$ cat src/rtl/arb_pkg.sv
// Shared types and helpers for the arbitrating N-to-1 multiplexer.
package arb_pkg;

  typedef enum logic {
    ARB_RR    = 1'b0,
    ARB_FIXED = 1'b1
  } arb_mode_e;

  // Index width for an N-channel arbiter; never narrower than one bit.
  function automatic int idx_w(input int n);
    return (n < 2) ? 1 : $clog2(n);
  endfunction

endpackage

$ cat src/rtl/rr_arbiter.sv
// Combinational grant selection: rotate the request vector by the pointer,
// take the lowest set bit, then rotate the winner index back.
module rr_arbiter
  import arb_pkg::*;
#(
  parameter int        N         = 3,
  parameter arb_mode_e PRIO_MODE = ARB_RR,
  localparam int       IDX_W     = idx_w(N)
) (
  input  logic [N-1:0]     i_req,
  input  logic [IDX_W-1:0] i_ptr,
  output logic [N-1:0]     o_grant,
  output logic [IDX_W-1:0] o_grant_idx
);

  logic [IDX_W-1:0] eff_ptr;
  logic [2*N-1:0]   req_dbl;
  logic [N-1:0]     req_rot;
  logic [IDX_W-1:0] offset;
  logic             found;
  logic [IDX_W:0]   idx_sum;

  // Fixed priority is round-robin with the search always starting at 0.
  assign eff_ptr = (PRIO_MODE == ARB_RR) ? i_ptr : '0;

  // Double-width rotate, priority encode, and map the offset back to a channel.
  always_comb begin
    req_dbl     = {i_req, i_req} >> eff_ptr;
    req_rot     = req_dbl[N-1:0];
    offset      = '0;
    found       = 1'b0;
    for (int k = 0; k < N; k++) begin
      if (!found && req_rot[k]) begin
        offset = k[IDX_W-1:0];
        found  = 1'b1;
      end
    end
    idx_sum = {1'b0, offset} + {1'b0, eff_ptr};
    if (idx_sum >= (IDX_W+1)'(N)) begin
      idx_sum = idx_sum - (IDX_W+1)'(N);
    end
    o_grant_idx = idx_sum[IDX_W-1:0];
    o_grant     = '0;
    if (found) begin
      o_grant[o_grant_idx] = 1'b1;
    end
  end

endmodule

$ cat src/rtl/arb_mux_n.sv
// N-to-1 arbitrating multiplexer with valid/ready handshakes and a single
// registered output stage. Holds the round-robin pointer and output register.
module arb_mux_n
  import arb_pkg::*;
#(
  parameter int        N         = 3,
  parameter int        WIDTH     = 24,
  parameter arb_mode_e PRIO_MODE = ARB_RR,
  localparam int       IDX_W     = idx_w(N)
) (
  input  logic               i_clk,
  input  logic               i_rst_n,
  input  logic               i_flush,
  input  logic [N-1:0]       i_valid,
  input  logic [N*WIDTH-1:0] i_data,
  output logic [N-1:0]       o_ready,
  output logic               o_valid,
  output logic [WIDTH-1:0]   o_data,
  output logic [IDX_W-1:0]   o_idx,
  input  logic               i_ready
);

  logic             o_valid_q, o_valid_d;
  logic [WIDTH-1:0] o_data_q,  o_data_d;
  logic [IDX_W-1:0] o_idx_q,   o_idx_d;
  logic [IDX_W-1:0] ptr_q,     ptr_d;

  logic [N-1:0]     grant;
  logic [IDX_W-1:0] grant_idx;
  logic             load_en;
  logic             any_req;

  rr_arbiter #(
    .N         (N),
    .PRIO_MODE (PRIO_MODE)
  ) u_rr_arbiter (
    .i_req       (i_valid),
    .i_ptr       (ptr_q),
    .o_grant     (grant),
    .o_grant_idx (grant_idx)
  );

  // Output stage can take a new payload when empty or draining this cycle;
  // flush blocks loading. Reset gates o_ready so nothing is accepted in reset.
  always_comb begin
    load_en = !i_flush && (!o_valid_q || i_ready);
    any_req = |i_valid;
    o_ready = (i_rst_n && load_en) ? grant : '0;
  end

  // Next-state for the output register and the round-robin pointer.
  always_comb begin
    o_valid_d = o_valid_q;
    o_data_d  = o_data_q;
    o_idx_d   = o_idx_q;
    ptr_d     = ptr_q;
    if (i_flush) begin
      o_valid_d = 1'b0;
    end else if (load_en) begin
      if (any_req) begin
        o_valid_d = 1'b1;
        o_data_d  = i_data[grant_idx*WIDTH +: WIDTH];
        o_idx_d   = grant_idx;
        if (PRIO_MODE == ARB_RR) begin
          ptr_d = (grant_idx == IDX_W'(N-1)) ? '0 : grant_idx + 1'b1;
        end
      end else begin
        o_valid_d = 1'b0;
      end
    end
  end

  // State registers with asynchronous active-low reset.
  always_ff @(posedge i_clk or negedge i_rst_n) begin
    if (!i_rst_n) begin
      o_valid_q <= 1'b0;
      o_data_q  <= '0;
      o_idx_q   <= '0;
      ptr_q     <= '0;
    end else begin
      o_valid_q <= o_valid_d;
      o_data_q  <= o_data_d;
      o_idx_q   <= o_idx_d;
      ptr_q     <= ptr_d;
    end
  end

  assign o_valid = o_valid_q;
  assign o_data  = o_data_q;
  assign o_idx   = o_idx_q;

endmodule

$ cat config.mk
export PLATFORM = sky130hd
export DESIGN_NAME = arb_mux_n
export DESIGN_NICKNAME = d
export VERILOG_FILES = /design/src/rtl/arb_pkg.sv /design/src/rtl/rr_arbiter.sv /design/src/rtl/arb_mux_n.sv
export SDC_FILE = /design/constraint.sdc
export NUM_CORES = 1
export LEC_CHECK = 0
export ABC_AREA = 1
export CAP_MARGIN = 10
export CORE_MARGIN = 1.5
export CORE_UTILIZATION = 40
export DETAILED_ROUTE_END_ITERATION = 7
export HOLD_SLACK_MARGIN = 0.12
export PLACE_DENSITY = 0.88
export SLEW_MARGIN = 20
export SYNTH_ARGS = -nofsm -noshare
export SYNTH_HDL_FRONTEND = slang
export SYNTH_HIERARCHICAL = 1
export SYNTH_SLANG_ARGS = --single-unit
$ cat constraint.sdc
create_clock -name i_clk -period 4.3 [get_ports i_clk]
set_input_delay 0.86 -clock i_clk [delete_from_list [all_inputs] [get_ports i_clk]]
set_output_delay 0.86 -clock i_clk [all_outputs]
set_load 0.05 [all_outputs]
Word-level counts from Yosys, hierarchy flattened
Cells that the tools add are included.

Word-level logic and storage cells: 42. Bits in registers: 29. Output and inout port bits: 30.

Bitwise logic cells: 1. Reductions and logical operators: 13. Shift operators: 2. Equal/unequal tests: 1. Add/subtract/negate cells: 3. Muxes and demuxes: 14. Magnitude comparators: 3. Multiply operators: 1.

Operators with widths (count): $shiftx 72x8->24 (1); $mux 1 (8); $mux 2 (3); $mux 3 (2); $shr 6x2->3 (1); $logic_and 1x1->1 (5); $logic_not 1->1 (4); $mul 2x2->4 const B (1); $add 2x2->3 (1); $ge 3x2->1 const B (1); $lt 2x3->1 const B (1); $reduce_and 3->1 (1); $reduce_or 3->1 (1); $add 2x1->2 const B (1); $demux 1 s2 (1); $eq 2x2->1 const B (1); $ge 2x1->1 const B (1); $reduce_bool 2->1 (1); $sub 2x2->2 const B (1); $logic_or 1x1->1 (1); $not 1->1 (1).

Logic depth before layout (Yosys ltp)
Word-level depth: 17. Mapped depth: 21. Mapped depth without buffers: 19.

Cells and area by module
The synthesis kept the hierarchy.

By module, submodules not included: arb_mux_n (cells each 250, instances 1, area each 1798.0 sq um, seq. area each 725.7 sq um); rr_arbiter (cells each 48, instances 1, area each 274.0 sq um, seq. area each 0.0 sq um).

Least setup slack after synthesis
No wires, ideal clock.

Path type: input to output. From: in i_valid[1]. To: out o_ready[1]. Slack: 0.141 ns. Stages on the path: 17. Required time: 3.440 ns. Arrival time: 3.299 ns. Path through: nand2_1 nand3_2 nand2_2 a21oi_1 ha_1 inv_1 fa_1 inv_2 ha_1 nand3b_1 nand2_1 nand2_1 nor2_1 nand2_1 inv_1 inv_1 nor2_1.

Longest elaborated chain between the ends: 17. Elaborated cells on any way between the ends: 21. Those cells by class: add/sub (2); order compare (3); shift (1); mux (10); reduce/logical (5).

RTL lines: start: declaration (RTL line arb_mux_n.sv:14) `input logic [N-1:0] i_valid,`; $shr 6x2->3 * (RTL line rr_arbiter.sv:28) `req_dbl = {i_req, i_req} >> eff_ptr;`; $mux 1 (RTL line rr_arbiter.sv:33) `if (!found && req_rot[k]) begin`; $logic_not 1->1 (RTL line rr_arbiter.sv:33); $logic_and 1x1->1 (RTL line rr_arbiter.sv:33); $mux 1 (RTL line rr_arbiter.sv:33); $logic_not 1->1 (RTL line rr_arbiter.sv:33); $logic_and 1x1->1 (RTL line rr_arbiter.sv:33); $mux 2 (RTL line rr_arbiter.sv:33); [2 not listed]; $mux 2 (RTL line rr_arbiter.sv:39) `if (idx_sum >= (IDX_W+1)'(N)) begin`; $lt 2x3->1 (not written as such) or $ge 2x1->1 (tied branches) (RTL line rr_arbiter.sv:45) `o_grant[o_grant_idx] = 1'b1;`; $logic_and 1x1->1 (not written as such) (RTL line rr_arbiter.sv:45); $mux 1 (not written as such) (RTL line rr_arbiter.sv:45); $demux 1 s2; $mux 3 * (RTL line rr_arbiter.sv:44) `if (found) begin`; net grant[1] (RTL line arb_mux_n.sv:28) `logic [N-1:0] grant;`; $mux 3 * (RTL line arb_mux_n.sv:48) `o_ready = (i_rst_n && load_en) ? grant : '0;`; end: declaration (RTL line arb_mux_n.sv:16) `output logic [N-1:0] o_ready,`.

The timed path passes the listed nets; every way through them passes the cells marked *.

Final worst setup path
From: in i_valid[2]. To: out o_ready[1].

Longest elaborated chain between the ends: 17. Elaborated cells on any way between the ends: 21. Those cells by class: add/sub (2); order compare (3); shift (1); mux (10); reduce/logical (5).

RTL lines: $shr 6x2->3 * (RTL line rr_arbiter.sv:28); $mux 1 (RTL line rr_arbiter.sv:33); $logic_not 1->1 (RTL line rr_arbiter.sv:33); $logic_and 1x1->1 (RTL line rr_arbiter.sv:33); $mux 1 (RTL line rr_arbiter.sv:33); $logic_not 1->1 (RTL line rr_arbiter.sv:33); $logic_and 1x1->1 (RTL line rr_arbiter.sv:33); $mux 2 * (RTL line rr_arbiter.sv:33); [3 not listed]; net grant_idx[1] (RTL line arb_mux_n.sv:29) `logic [IDX_W-1:0] grant_idx;`; $lt 2x3->1 (not written as such) or $ge 2x1->1 (tied branches) (RTL line rr_arbiter.sv:45); $logic_and 1x1->1 (not written as such) (RTL line rr_arbiter.sv:45); $mux 1 (not written as such) (RTL line rr_arbiter.sv:45); $demux 1 s2 *; $mux 3 * (RTL line rr_arbiter.sv:44); net grant[1] (RTL line arb_mux_n.sv:28); $mux 3 * (RTL line arb_mux_n.sv:48).

Marks and branches as above.

==> impl_metrics.prom <==
# TYPE chip_impl_metric gauge
chip_impl_metric{name="die_w",unit="um"} 74.97
chip_impl_metric{name="synth_sequential_area_ratio",unit="%"} 35.02
chip_impl_metric{name="grt_overflow_total",unit=""} 0
chip_impl_metric{name="cap_viol_max_count",unit=""} 0
chip_impl_metric{name="synth_fp_nets",unit=""} 380
chip_impl_metric{name="hold_depth",unit=""} 2
chip_impl_metric{name="grt_start_max_net_pins",unit=""} 30
chip_impl_metric{name="final-setup-viol-count",unit=""} 0
chip_impl_metric{name="gp_routability_congestion",unit=""} 0.7814
chip_impl_metric{name="drtIter0Drc",unit=""} 109
chip_impl_metric{name="yosys_register_bits",unit=""} 29
chip_impl_info{name="timing.critical_path.from_type",value="primary input"} 1
chip_impl_metric{name="layout.core_utilization",unit="%"} 65.86
chip_impl_metric{name="worst_ep_arrival_time",unit="ns"} 3.14
chip_impl_metric{name="synth-compound-area-share",unit="%"} 0.4831
chip_impl_metric{name="req_time_crit_path",unit="ns"} 3.44
chip_impl_metric{name="detail_route.first_pass.iterations",unit=""} 4
chip_impl_metric{name="totalWireLength",unit="um"} 6191
chip_impl_info{name="min_path_type",value="reg -> reg"} 1
chip_impl_info{name="critical_path_class",value="in -> out"} 1
chip_impl_metric{name="synth-xor-area-share",unit="%"} 0
chip_impl_metric{name="drt_drc_violations_left",unit=""} 0
chip_impl_metric{name="timing_max_transition_violations_final",unit=""} 0
chip_impl_info{name="ctsRootBufferMaster",value="sky130_fd_sc_hd__clkbuf_8"} 1
chip_impl_metric{name="grt_pass1_wl",unit="um"} 9673
chip_impl_metric{name="synthCells",unit=""} 298
chip_impl_metric{name="layout_min_cycle_time",unit="ns"} 4.003
chip_impl_metric{name="detail_route.vias_per_cell",unit=""} 4.944
chip_impl_metric{name="clkSlewWorstSetupHoldPaths",unit="ns"} 0.06
chip_impl_info{name="hold_path_end",value="o_idx[0]"} 1
chip_impl_metric{name="worst_pin_slew",unit="ns"} 0.5716
chip_impl_metric{name="report.final.hold_viol_count",unit=""} 0
chip_impl_metric{name="drive_gt1_share",unit="%"} 15.69
chip_impl_info{name="launching_point_of_the_worst_reg2reg_path",value="ptr_q[0]"} 1
chip_impl_metric{name="slew_headroom",unit="%"} 61.80
chip_impl_metric{name="initial_core_util",unit="%"} 41.09
chip_impl_info{name="status",value="completed"} 1
chip_impl_metric{name="antenna_cells_inserted",unit=""} 0
chip_impl_metric{name="setup-tns-final",unit="ns"} 0
chip_impl_metric{name="wl_per_cell",unit="um"} 12.95
chip_impl_metric{name="rows",unit=""} 26
chip_impl_metric{name="mux_contribution_to_synthesized_area",unit="%"} 0
chip_impl_metric{name="clkSinkCount",unit=""} 29
chip_impl_metric{name="reg2reg_depth",unit=""} 19
chip_impl_metric{name="num_io_pins",unit=""} 109
chip_impl_info{name="min-delay-start",value="o_idx[0]"} 1
chip_impl_info{name="setup_repair_after_global_routing_missed_its_margin",value="no"} 1
chip_impl_metric{name="fin_skew",unit="ns"} 0.002633
chip_impl_metric{name="rrSetupSlack",unit="ns"} 0.96
chip_impl_info{name="cts_tree",value="done"} 1
chip_impl_metric{name="cts_inserted_buffers",unit=""} 5
chip_impl_metric{name="post_cts_hold_buffer_count",unit=""} 0
chip_impl_metric{name="syn-mean-instance-area",unit="um2"} 6.953
chip_impl_metric{name="core_area",unit="um2"} 5042
chip_impl_metric{name="post_synth_fa_ha_maj_area_fraction",unit="%"} 2.174
chip_impl_metric{name="grt_usage",unit="%"} 22.85
chip_impl_metric{name="dieHeight",unit="um"} 74.97
chip_impl_metric{name="synth.distinct_cells",unit=""} 21
chip_impl_metric{name="cts-htree-levels",unit=""} 2
chip_impl_metric{name="dpl.cell_count",unit=""} 469
chip_impl_metric{name="grt_antenna_before_repair",unit=""} 0
chip_impl_info{name="worstReg2RegEnd",value="o_data[22]"} 1
chip_impl_metric{name="timing.hold.ws",unit="ns"} 0.4725
chip_impl_metric{name="period_share",unit="%"} 93.09
chip_impl_metric{name="grt_pass1_vias",unit=""} 2212
chip_impl_metric{name="dp.final_hpwl",unit="um"} 4478
chip_impl_metric{name="fmaxAchievable",unit="GHz"} 0.2498
chip_impl_metric{name="synth-warning-count",unit=""} 6
chip_impl_metric{name="areaGrowthSynthToFinish",unit="%"} 60.27
chip_impl_metric{name="drtAntennaViolNets",unit=""} 0
chip_impl_metric{name="number_of_standard_cells_in_the_layout_taps_in_and_fillers_out",unit=""} 478
chip_impl_info{name="synth_top_family_by_area",value="simple AND/OR/NAND/NOR gates"} 1
chip_impl_metric{name="finalNetCount",unit=""} 489
chip_impl_metric{name="worst-path-max-fanout",unit=""} 4
chip_impl_metric{name="die_outline_area",unit="um2"} 5621
chip_impl_metric{name="portBuffers",unit=""} 108
chip_impl_info{name="cp-end-kind",value="output port"} 1
chip_impl_metric{name="vias",unit=""} 2363
chip_impl_metric{name="syn-cell-area",unit="um2"} 2072
chip_impl_metric{name="cts_max_path_buffers",unit=""} 2
chip_impl_metric{name="clock_latency",unit="ns"} 0.28
chip_impl_metric{name="synthSimpleGateAreaFrac",unit="%"} 51.63
==> layout make-up <==
cell class / count / area, um2
Multi-Input combinational cell: 234 / 1146
Clock buffer: 7 / 86.33
Timing Repair Buffer: 118 / 1171
Inverter: 19 / 73.82
Sequential cell: 29 / 725.7
Clock inverter: 1 / 30.03
Fill cell: 461 / 1722
Tap cell: 70 / 87.58
==> cell usage in the layout (no fill, tap or decap), drive strengths merged <==
cell type      synthesis  routed
ha                     2       2
dfrtp                 29      29
fa                     1       1
inv                   19      19
clkbuf                 0      10
a21oi                  2       2
nand3                 86      86
clkdlybuf4s50          0     102
nor2                  13      13
nand2                129     129
nand3b                 1       1
bufinv                 0       1
buf                   16      13
==> per-stage QoR <==
step / setup WS (ns) / instance area, um2
finish: 0.2972 / 3321
global route: 0.07369 / 3321
CTS: 0.05193 / 3323
detailed placement: -0.2359 / 3191
global placement: -0.1463 / 3191
floorplan: 0.1407 / 2072
==> worst max-delay path by stage <==
| stage | startpoint | to | slack [ns] |
|---|---|---|---|
| 3_3_place_gp | i_valid[2] | o_ready[1] | -0.15 |
| 4_1_cts | i_valid[0] | o_ready[1] | 0.05 |
| 5_1_grt | i_valid[2] | o_ready[1] | 0.07 |
| 3_5_place_dp | i_valid[1] | o_ready[0] | -0.24 |
| 6_report | i_valid[2] | o_ready[1] | 0.30 |
| 2_1_floorplan | i_valid[1] | o_ready[1] | 0.14 |
==> repair_timing <==
action                                  in CTS  in global routing
gates resized for setup                      8                  9
buffers inserted                             1                  0
endpoints found under the hold margin        0                  0
endpoints found under the setup margin       3                  3
gates cloned                                 0                  0
pin swaps                                    4                  2
==> cells by family after synthesis <==
kind of cell,Yosys count
fa+ha+maj,3
flops,29
compound gates,2
simple gates,229
buf+inv,35
==> per-layer routing <==
layer	global-route usage [%]	vias to the layer above	wire length, um
met2	43.46	91	3329
met4	6.263	0	47
met5	0	-	0
li1	-	1178	-
met1	24.26	1090	2394
met3	6.827	4	420
==> worst max-delay path: stages <==
cell,delay [ns]
sky130_fd_sc_hd__clkbuf_2,0.11
sky130_fd_sc_hd__nand2_1,0.07
sky130_fd_sc_hd__nand3_1,0.11
sky130_fd_sc_hd__nand2_2,0.09
sky130_fd_sc_hd__a21oi_2,0.11
sky130_fd_sc_hd__ha_1,0.14
sky130_fd_sc_hd__inv_1,0.05
sky130_fd_sc_hd__fa_1,0.53
sky130_fd_sc_hd__inv_2,0.05
sky130_fd_sc_hd__ha_2,0.19
sky130_fd_sc_hd__nor2_4,0.12
sky130_fd_sc_hd__nand2_1,0.05
sky130_fd_sc_hd__nand2_1,0.08
sky130_fd_sc_hd__nand2_2,0.07
sky130_fd_sc_hd__nor2_1,0.08
sky130_fd_sc_hd__nand2_1,0.05
sky130_fd_sc_hd__inv_1,0.04
sky130_fd_sc_hd__inv_1,0.04
sky130_fd_sc_hd__nor2_2,0.14
sky130_fd_sc_hd__buf_12,0.15
==> flip-flops by register name, indices dropped and copies added, names as in the netlist <==
name and count:
o_data 24, o_idx 2, o_valid 1, ptr_q 2
==> Yosys cell counts (all sizes together) <==
cell	n	share of area [%]
a21oi	2	0.48
buf	16	7.1
dfrtp	29	35
fa	1	0.97
ha	2	1.2
inv	19	3.6
nand2	129	26
nand3	86	21
nand3b	1	0.36
nor2	13	4.0
Power is not shown: default switching activity piles up to over one toggle a cycle in this logic, so the estimate is an artifact.
